File: config.mk
export PLATFORM = sky130hd
export DESIGN_NAME = rv32_muldiv_flat
export DESIGN_NICKNAME = d
export VERILOG_FILES = /design/src/rtl/rv32_muldiv_if.sv /design/src/rtl/rv32_muldiv.sv /design/src/flat_wrapper.sv
export SDC_FILE = /design/constraint.sdc
export NUM_CORES = 1
export LEC_CHECK = 0
export ABC_AREA = 0
export CORE_MARGIN = 8
export CORE_UTILIZATION = 49
export CTS_BUF_LIST = sky130_fd_sc_hd__clkbuf_4
export DETAILED_ROUTE_END_ITERATION = 6
export DONT_BUFFER_PORTS = 1
export GPL_ROUTABILITY_DRIVEN = 1
export RECOVER_POWER = 50
export SLEW_MARGIN = 25
export SYNTH_ARGS = -nofsm -noshare
export SYNTH_HDL_FRONTEND = slang
export SYNTH_SLANG_ARGS = --single-unit
export TNS_END_PERCENT = 1
File: constraint.sdc
create_clock -name clk -period 11.5 [get_ports clk]
set_clock_uncertainty 0.2 [all_clocks]
set_input_delay 1.15 -clock clk [delete_from_list [all_inputs] [get_ports clk]]
set_output_delay 1.15 -clock clk [all_outputs]
set_load 0.05 [all_outputs]
File: src/rtl/rv32_muldiv_if.sv
// Request/result bundle between the RV32I core and the iterative mul/div unit.
// The core drives the request and result_ready; the unit drives handshake status and rd.
interface rv32_muldiv_if;
  logic        op_valid;
  logic        op_ready;
  logic [2:0]  op_funct3;
  logic [31:0] op_rs1;
  logic [31:0] op_rs2;
  logic        flush;
  logic        result_valid;
  logic        result_ready;
  logic [31:0] result;
  logic        result_illegal;
  logic        busy;

  modport master (
    output op_valid, op_funct3, op_rs1, op_rs2, flush, result_ready,
    input  op_ready, result_valid, result, result_illegal, busy
  );

  modport slave (
    input  op_valid, op_funct3, op_rs1, op_rs2, flush, result_ready,
    output op_ready, result_valid, result, result_illegal, busy
  );
endinterface

File: src/rtl/rv32_muldiv.sv
// Iterative RV32M unit: 32/BITS_PER_CYCLE iterations plus the accept cycle; div-by-zero, overflow and disabled ops finish in one.
// Backpressure: the result is held in DONE until result_ready; op_ready is low from accept until the DONE handshake.
module rv32_muldiv #(
  parameter bit ENABLE_MUL     = 1'b1,
  parameter bit ENABLE_DIV     = 1'b1,
  parameter int BITS_PER_CYCLE = 1
) (
  input  logic      clk,
  input  logic      reset,
  rv32_muldiv_if.slave md
);
  localparam int         N        = 32 / BITS_PER_CYCLE;
  localparam logic [4:0] CNT_INIT = 5'(N - 1);

  typedef enum logic [1:0] {IDLE, CALC, DONE} state_t;
  state_t state_q, state_d;

  logic [31:0] hi_q, lo_q, opnd_q, res_q;
  logic [4:0]  cnt_q;
  logic [2:0]  f3_q;
  logic        neg_res_q, neg_rem_q, ill_q;

  logic        accept, is_div, enabled, s1, s2, a_neg, b_neg, div0, ovf, special;
  logic [31:0] a_mag, b_mag, spec_res;
  logic [31:0] h_nx, l_nx, q_s, r_s, fin_res;
  logic [32:0] sum, trial;
  logic [63:0] prod, prod_s;

  assign accept = md.op_valid && (state_q == IDLE) && !md.flush;

  // Operand prep and one-cycle special cases, evaluated on the incoming request
  always_comb begin
    is_div   = md.op_funct3[2];
    enabled  = is_div ? ENABLE_DIV : ENABLE_MUL;
    s1       = (md.op_funct3 == 3'b001) || (md.op_funct3 == 3'b010) ||
               (md.op_funct3 == 3'b100) || (md.op_funct3 == 3'b110);
    s2       = (md.op_funct3 == 3'b001) || (md.op_funct3 == 3'b100) ||
               (md.op_funct3 == 3'b110);
    a_neg    = s1 && md.op_rs1[31];
    b_neg    = s2 && md.op_rs2[31];
    a_mag    = a_neg ? -md.op_rs1 : md.op_rs1;
    b_mag    = b_neg ? -md.op_rs2 : md.op_rs2;
    div0     = is_div && (md.op_rs2 == 32'd0);
    ovf      = is_div && !md.op_funct3[0] &&
               (md.op_rs1 == 32'h8000_0000) && (md.op_rs2 == 32'hFFFF_FFFF);
    special  = !enabled || div0 || ovf;
    spec_res = 32'd0;
    if (enabled && div0)
      spec_res = md.op_funct3[1] ? md.op_rs1 : 32'hFFFF_FFFF;
    else if (enabled && ovf)
      spec_res = md.op_funct3[1] ? 32'd0 : 32'h8000_0000;
  end

  // hi/lo hold accumulator/multiplier for multiply, remainder/quotient for divide
  always_comb begin
    h_nx  = hi_q;
    l_nx  = lo_q;
    sum   = '0;
    trial = '0;
    for (int i = 0; i < BITS_PER_CYCLE; i++) begin
      if (f3_q[2]) begin
        trial = {h_nx, l_nx[31]};
        l_nx  = {l_nx[30:0], 1'b0};
        if (trial >= {1'b0, opnd_q}) begin
          h_nx    = 32'(trial - {1'b0, opnd_q});
          l_nx[0] = 1'b1;
        end else begin
          h_nx = trial[31:0];
        end
      end else begin
        sum  = {1'b0, h_nx} + (l_nx[0] ? {1'b0, opnd_q} : 33'd0);
        h_nx = sum[32:1];
        l_nx = {sum[0], l_nx[31:1]};
      end
    end
    prod    = {h_nx, l_nx};
    prod_s  = neg_res_q ? -prod : prod;
    q_s     = neg_res_q ? -l_nx : l_nx;
    r_s     = neg_rem_q ? -h_nx : h_nx;
    fin_res = f3_q[2] ? (f3_q[1] ? r_s : q_s)
                      : ((f3_q[1:0] == 2'b00) ? prod_s[31:0] : prod_s[63:32]);
  end

  always_comb begin
    state_d = state_q;
    case (state_q)
      IDLE:    if (accept) state_d = special ? DONE : CALC;
      CALC:    if (cnt_q == 5'd0) state_d = DONE;
      DONE:    if (md.result_ready) state_d = IDLE;
      default: state_d = IDLE;
    endcase
    if (md.flush) state_d = IDLE;
  end

  always_ff @(posedge clk or posedge reset) begin
    if (reset) state_q <= IDLE;
    else       state_q <= state_d;
  end

  always_ff @(posedge clk or posedge reset) begin
    if (reset) begin
      hi_q      <= '0;
      lo_q      <= '0;
      opnd_q    <= '0;
      res_q     <= '0;
      cnt_q     <= '0;
      f3_q      <= '0;
      neg_res_q <= 1'b0;
      neg_rem_q <= 1'b0;
      ill_q     <= 1'b0;
    end else if (accept) begin
      f3_q      <= md.op_funct3;
      hi_q      <= '0;
      lo_q      <= a_mag;
      opnd_q    <= b_mag;
      neg_res_q <= a_neg ^ b_neg;
      neg_rem_q <= a_neg;
      cnt_q     <= CNT_INIT;
      res_q     <= spec_res;
      ill_q     <= !enabled;
    end else if (state_q == CALC && !md.flush) begin
      hi_q <= h_nx;
      lo_q <= l_nx;
      if (cnt_q == 5'd0) res_q <= fin_res;
      else               cnt_q <= cnt_q - 5'd1;
    end
  end

  assign md.op_ready       = (state_q == IDLE);
  assign md.busy           = (state_q != IDLE);
  assign md.result_valid   = (state_q == DONE);
  assign md.result         = (state_q == DONE) ? res_q : 32'd0;
  assign md.result_illegal = (state_q == DONE) && ill_q;
endmodule

File: src/flat_wrapper.sv
// flat-port wrapper written by rule: the top's interface ports become plain ports
module rv32_muldiv_flat 
#(
  parameter bit ENABLE_MUL     = 1'b1,
  parameter bit ENABLE_DIV     = 1'b1,
  parameter int BITS_PER_CYCLE = 1
)
  (clk, reset, md_op_valid, md_op_funct3, md_op_rs1, md_op_rs2, md_flush, md_result_ready, md_op_ready, md_result_valid, md_result, md_result_illegal, md_busy);
  rv32_muldiv_if md_i ();
  input  logic clk;
  input  logic reset;
  input wire logic [$bits(md_i.op_valid)-1:0] md_op_valid;
  input wire logic [$bits(md_i.op_funct3)-1:0] md_op_funct3;
  input wire logic [$bits(md_i.op_rs1)-1:0] md_op_rs1;
  input wire logic [$bits(md_i.op_rs2)-1:0] md_op_rs2;
  input wire logic [$bits(md_i.flush)-1:0] md_flush;
  input wire logic [$bits(md_i.result_ready)-1:0] md_result_ready;
  output wire logic [$bits(md_i.op_ready)-1:0] md_op_ready;
  output wire logic [$bits(md_i.result_valid)-1:0] md_result_valid;
  output wire logic [$bits(md_i.result)-1:0] md_result;
  output wire logic [$bits(md_i.result_illegal)-1:0] md_result_illegal;
  output wire logic [$bits(md_i.busy)-1:0] md_busy;
  assign md_i.op_valid = md_op_valid;
  assign md_i.op_funct3 = md_op_funct3;
  assign md_i.op_rs1 = md_op_rs1;
  assign md_i.op_rs2 = md_op_rs2;
  assign md_i.flush = md_flush;
  assign md_i.result_ready = md_result_ready;
  assign md_op_ready = md_i.op_ready;
  assign md_result_valid = md_i.result_valid;
  assign md_result = md_i.result;
  assign md_result_illegal = md_i.result_illegal;
  assign md_busy = md_i.busy;
  rv32_muldiv #(.ENABLE_MUL(ENABLE_MUL), .ENABLE_DIV(ENABLE_DIV), .BITS_PER_CYCLE(BITS_PER_CYCLE)) u_core (.clk(clk), .reset(reset), .md(md_i));
endmodule
# == Yosys cells after proc, flatten, opt, wreduce, memory -nomap -nowiden ==
# Cells that the tools add are included.
# op_classes
addsub,8
magnitude_cmp,1
n_eq_ne,12
mux,34
bitwise_logic,1
n_reduce_logical,27
# op_table
op,count
32-bit 2-to-1 mux,23
32-bit negator,4
"32-bit equality test, second input constant",2
64-bit 2-to-1 mux,1
64-bit negator,1
32-bit by 32-bit adder with 33-bit output,1
33-bit by 32-bit greater-or-equal comparator with 1-bit output,1
32-bit logical NOT,1
32-bit subtractor,1
5-bit 2-to-1 mux,3
2-bit 2-to-1 mux,5
1-bit logical AND,9
"3-bit equality test, second input constant",2
1-bit logical OR,6
"3-bit by 2-bit inequality test with 1-bit output, second input constant",2
2-bit one-hot mux with 3 select lines,1
2-bit nonzero test,3
5-bit logical NOT,1
"5-bit by 1-bit subtractor with 5-bit output, second input constant",1
2-bit logical NOT,2
2-bit AND reduction,2
"3-bit by 1-bit equality test with 1-bit output, second input constant",1
"3-bit by 2-bit equality test with 1-bit output, second input constant",1
"3-bit inequality test, second input constant",1
7 further kinds,8
# totals
register_bits,140
in_bits,72
output_inout_bits,36
wordCells,92

# == Longest topological paths before layout ==
# logic_depth
depth_word,10
mapped_depth,26
depth_no_buf,22

# == Worst setup path before layout ==
# OpenSTA, ideal clock, no wires.
# synth_path
path_kind,register -> register
from,register u_core.hi_q[5]
to,register u_core.res_q[28]
setup_ps,87
arrival_time_ps,5158
required_time_ps,11213
setup_slack_ps,6055
stages_incl_launch_ff,24
n_path_buf,3
period_less_slack_ps,5445
path_cell_list,dfrtp_1 -> ha_1 -> a21oi_1 -> o21a_1 -> o21ai_1 -> o31ai_2 -> buf_4 -> nand2_1 -> buf_2 -> buf_2 -> nand2_1 -> a21boi_0 -> ha_1 -> nand2_1 -> or3_1 -> or3_1 -> nor4_1 -> nand3_1 -> nor2_1 -> nand3_1 -> o41ai_2 -> xnor2_1 -> a2111o_1 -> o211ai_1
# synth_between
elab_chain_cells,10
word_cells_on_any_way,19
cone_classes,5 x add/sub; 1 x order compare; 13 x mux
# synth_lines
item,line_no,text
"start, declared",rv32_muldiv.sv:18,"logic [31:0] hi_q, lo_q, opnd_q, res_q;"
"start signal, assigned",rv32_muldiv.sv:122,hi_q <= h_nx;
32-bit subtractor or 33-bit by 32-bit greater-or-equal comparator with 1-bit output (tied branches),"rv32_muldiv.sv:65, rv32_muldiv.sv:64",
32-bit 2-to-1 mux or 1-bit 2-to-1 mux (tied branches),rv32_muldiv.sv:64,"if (trial >= {1'b0, opnd_q}) begin"
32-bit 2-to-1 mux,rv32_muldiv.sv:61,if (f3_q[2]) begin
"64-bit negator, or another cell as far along",rv32_muldiv.sv:77,prod_s = neg_res_q ? -prod : prod;
"64-bit 2-to-1 mux, or another cell as far along",rv32_muldiv.sv:77,
"32-bit 2-to-1 mux, on equally long branches","rv32_muldiv.sv:81, rv32_muldiv.sv:80",
32-bit 2-to-1 mux *,rv32_muldiv.sv:80,fin_res = f3_q[2] ? (f3_q[1] ? r_s : q_s)
32-bit 2-to-1 mux *,rv32_muldiv.sv:124,if (cnt_q == 5'd0) res_q <= fin_res;
32-bit 2-to-1 mux *,rv32_muldiv.sv:121,end else if (state_q == CALC && !md.flush) begin
32-bit 2-to-1 mux *,rv32_muldiv.sv:111,end else if (accept) begin
"end signal, assigned",rv32_muldiv.sv:119,res_q <= spec_res;
"end signal, assigned",rv32_muldiv.sv:124,
"end, declared",rv32_muldiv.sv:18,
# Mark *: on every way between the ends. The rest lies on a longest branch, timed or not. The select of a mux whose other input is x is not followed.
# A chain may end at the register's enable or synchronous reset.

# == Final worst setup path ==
# layout_path
from,register u_core.state_q[0]
to,register u_core.res_q[20]
# layout_between
elab_chain_cells,5
word_cells_on_any_way,9
cone_classes,1 x eq/ne; 1 x mux; 7 x reduce/logical
# layout_lines
item,line_no,text
"start, declared",rv32_muldiv.sv:16,"state_t state_q, state_d;"
"start signal, assigned",rv32_muldiv.sv:97,else state_q <= state_d;
2-bit logical NOT *,-,
via md_op_ready,flat_wrapper.sv:18,output wire logic [$bits(md_i.op_ready)-1:0] md_op_ready;
1-bit logical AND * (2 in a row),rv32_muldiv.sv:29,assign accept = md.op_valid && (state_q == IDLE) && !md.flush;
2-bit nonzero test (no line),-,
2-bit AND reduction (no line),-,
# The timed path passes the listed nets; every way through them passes the cells marked *.

==> qor.yml <==
power:
  clkPwrFrac_pct: 7.9
  seqPwrFrac_pct: 19.6
  p_total_mw: 4.62
  pwr-share-comb_pct: 72.5
  leakagePower_nw: 6.26
  p_per_area_mw_per_mm2: 289
  power.switching_mw: 2.66
  vdd_drop_max_mv: 0.108
  p_int_mw: 1.96
  swShare_pct: 57.6
clock_tree:
  cts_root_buf: "clkbuf_4"
  clk_pin_slew_ns: 0.15
  cts.sinks: 140
  cts_hold_buf: 0
  post-cts-setup-buffer-count: 0
  cts_buffers: 17
  clockBufferDepth: 2
  cts-htree-levels: 4
  cts-resized-gates: 0
  cts_tree: "yes"
  clock_latency_ns: 0.65
worst_setup_path:
  max_stage_delay_ns: 2.61
  worst_path_max_delay_cell: "clkbuf_1"
  cp_data_arrival_time_ns: 7.01
  endpoint_kind: "flop"
  cp.required_ns: 11.87
  path_cells: "nor2_1 > nand3b_1 > clkbuf_1 > nand2_1 > nor2_1 > a22oi_1 > o2111ai_1 > a21oi_1 > a21oi_1"
  cp-start-kind: "flop"
  cp_max_fo: 87
  critPathKind: "flop to flop"
route:
  via_count: 16100
  drc: 0
  wl_um: 61300
  via_per_inst: 6.60
  firstDrtPassIters: 6
  drtIter0Drc: 1719
  wire_per_inst_um: 25.1
  ant_nets: 0
yosys:
  yosysWarningCount: 0
  yosysUniqueCellTypes: 89
  synth_cells: 2085
  synth_edf_count: 0
  synth_nets: 2230
  ys.flop_type: "dfrtp_1"
  synth_async_sr_flop_share_pct: 100
  synth_seq_area_share_pct: 22.8
  ys_ff_latch: 140
  syn-cell-area_sq_mm: 0.0154
  avgSynthCellArea_sq_um: 7.37
global_routing:
  antenna_found_initial: 6
  grtUsageTotal_pct: 32.9
  grt_pass1_wl_um: 92600
  grt_pass1_vias: 15100
  overflow: 0
  grt_max_degree: 90
placed_design:
  post-place-ws_ns: 5.23
  place_area_sq_mm: 0.0157
  place_inst: 2403
  io_buffers: 0
  hpwl_um: 47200
  place_congestion: 0.977
floorplanning:
  dieArea_sq_mm: 0.0373
  die_h_um: 193
  core_area_sq_mm: 0.0312
  start_util_pct: 49.2
  ioPinCount: 108
  fp.dieW_um: 193
  row_count: 65
cells_and_area:
  fillers: 3225
  drive_gt1_share_pct: 5.46
  instances_no_fill: 2437
  area_growth_pct: 3.86
  fin_nets: 2166
  finalInstanceArea_sq_mm: 0.0160
sta:
  maxSlewViolCount: 231
  rsz0062_at_grt: "no"
  final-hold-violation-count: 0
  fin_crit_sh_pct: 57.7
  worst_slew_pin_slew_ns: 4.23
  fin_crit_ns: 6.64
  worst_slack_ns: 4.86
  tns_ns: 0
  finalSetupViolCount: 0
  max_slew_margin_pct: -183
  maxClockFrequency_ghz: 0.151
flow_run:
  max_cap_violations: 3
run_status:
  failed_checks: "max-capacitance violations, max-slew violations"
  outcome: "finished, violations left"
hold_path:
  hold_path_class: "flop to flop"
final timing paths:
| path | startpoint | to | slack (ns) | cells past startpoint |
|---|---|---|---|---|
| min reg2reg | u_core.res_q[19] | u_core.res_q[19] | 0.30 | 2 |
| max reg2reg | u_core.state_q[0] | u_core.res_q[20] | 4.86 | 9 |
| max | u_core.state_q[0] | u_core.res_q[20] | 4.86 | 9 |
| max in group asynchronous | reset | u_core.opnd_q[24] | 5.32 | 2 |
| min in group asynchronous | reset | u_core.hi_q[7] | 1.43 | 1 |
| min | u_core.res_q[19] | u_core.res_q[19] | 0.30 | 2 |
layer usage:
layer / part of all wire (%) / GRT usage, % / vias up / wire length [um]
li1: - / - / 7449 / -
met1: 44 / 44.7 / 7742 / 26700
met2: 42 / 48.4 / 766 / 25600
met3: 11 / 11.0 / 118 / 6950
met4: 3.3 / 10.4 / 4 / 2040
met5: 0.031 / 0 / - / 19
power groups by stage:
stage	Sequential (mW)	Combinational, mW	Clock, mW
2_1_floorplan	0.808	2.36	0
3_3_place_gp	0.902	3.22	0
3_5_place_dp	0.909	3.24	0
4_1_cts	0.898	3.25	0.366
5_1_grt	0.931	3.62	0.381
6_report	0.907	3.35	0.363
placed cells by master, fill, tap and decap left out, types with 30 or more instances in the layout:
cell type and n:
a21oi_1 137, a31oi_1 30, and2_1 72, dfrtp_1 139, ha_1 71, inv_1 79, mux2i_1 45, nand2_1 270
nand3_1 45, nand4_1 34, nor2_1 146, nor3_1 60, o211ai_1 63, o21ai_0 214, xnor2_1 98, xor2_1 77
synth_stat cells, drive strengths merged, types with 7 or more instances:
| cell type | count | area share [%] |
|---|---|---|
| nor2b | 11 | 0.45 |
| xor2 | 77 | 4.4 |
| nor4 | 24 | 1.1 |
| and3 | 15 | 0.61 |
| or3 | 24 | 0.98 |
| buf | 34 | 1.1 |
| clkbuf | 80 | 2.0 |
| a22oi | 11 | 0.54 |
| o21a | 20 | 0.98 |
| o41ai | 12 | 0.73 |
| a21oi | 138 | 4.5 |
| a211oi | 18 | 0.88 |
| a31oi | 30 | 1.2 |
| xnor2 | 98 | 5.6 |
| a22o | 15 | 0.86 |
| mux2i | 45 | 2.9 |
| or2 | 12 | 0.49 |
| a211o | 7 | 0.40 |
| inv | 81 | 2.0 |
| ha | 71 | 5.8 |
| o31ai | 16 | 0.85 |
| a221oi | 13 | 0.74 |
| and2 | 73 | 3.0 |
| o211ai | 63 | 3.1 |
| nand3 | 47 | 1.6 |
| a21boi | 7 | 0.34 |
| o21ai | 224 | 7.3 |
| nand2 | 270 | 6.6 |
| a21o | 14 | 0.68 |
| o21bai | 11 | 0.54 |
| nor3 | 62 | 2.1 |
| nor3b | 8 | 0.39 |
| o2111ai | 10 | 0.57 |
| dfrtp | 140 | 23 |
| nand4 | 34 | 1.4 |
| nor2 | 148 | 3.6 |
| o311ai | 7 | 0.40 |
| nand2b | 28 | 1.1 |
kinds of logic (layout without fill, tap and decap cells):
group | after synthesis | count (layout) | synth area share (%)
AND/OR/NAND/NOR | 782 | 782 | 24.9
adder cells (fa/ha/maj) | 73 | 73 | 6.04
XOR/XNOR | 175 | 175 | 9.97
multiplexers | 51 | 51 | 3.37
other | 1 | 2 | 0.0244
AO/OA/AOI/OAI | 668 | 668 | 27.8
buffers and inverters | 195 | 144 | 5.02
flip-flops | 140 | 140 | 22.8
flip-flops by register name, summed over array words and instances, names as in the netlist:
name              flops
u_core.hi_q          32
u_core.lo_q          32
u_core.opnd_q        32
u_core.res_q         32
u_core.cnt_q          5
u_core.f3_q           3
u_core.state_q        2
u_core.neg_rem_q      1
u_core.neg_res_q      1
cell type report:
class,instances,area [sq um],area share (%)
Multi-Input combinational cell,1750,11100,69.7
Sequential cell,140,3510,22.0
Tap cell,402,503,3.15
Inverter,81,305,1.91
Timing Repair Buffer,31,225,1.41
Clock inverter,15,164,1.03
Clock buffer,17,128,0.800
Antenna cell,1,2.50,0.0157
worst max-delay path, delay by kind of cell, from the launching register on:
family | cells | cell delay, ns
buf+inv | 1 | 2.61
simple gates | 4 | 2.25
compound gates | 4 | 0.94
flops | 1 | 0.52
through the flow:
stage	utilization, %	hold WS, ns
CTS	51.1	0.310
finish	51.1	0.305
global route	51.1	0.326
detailed placement	50.1	0.280
global placement	50.1	0.269
floorplan	-	0.241
Power figures use the tool's default switching activity.
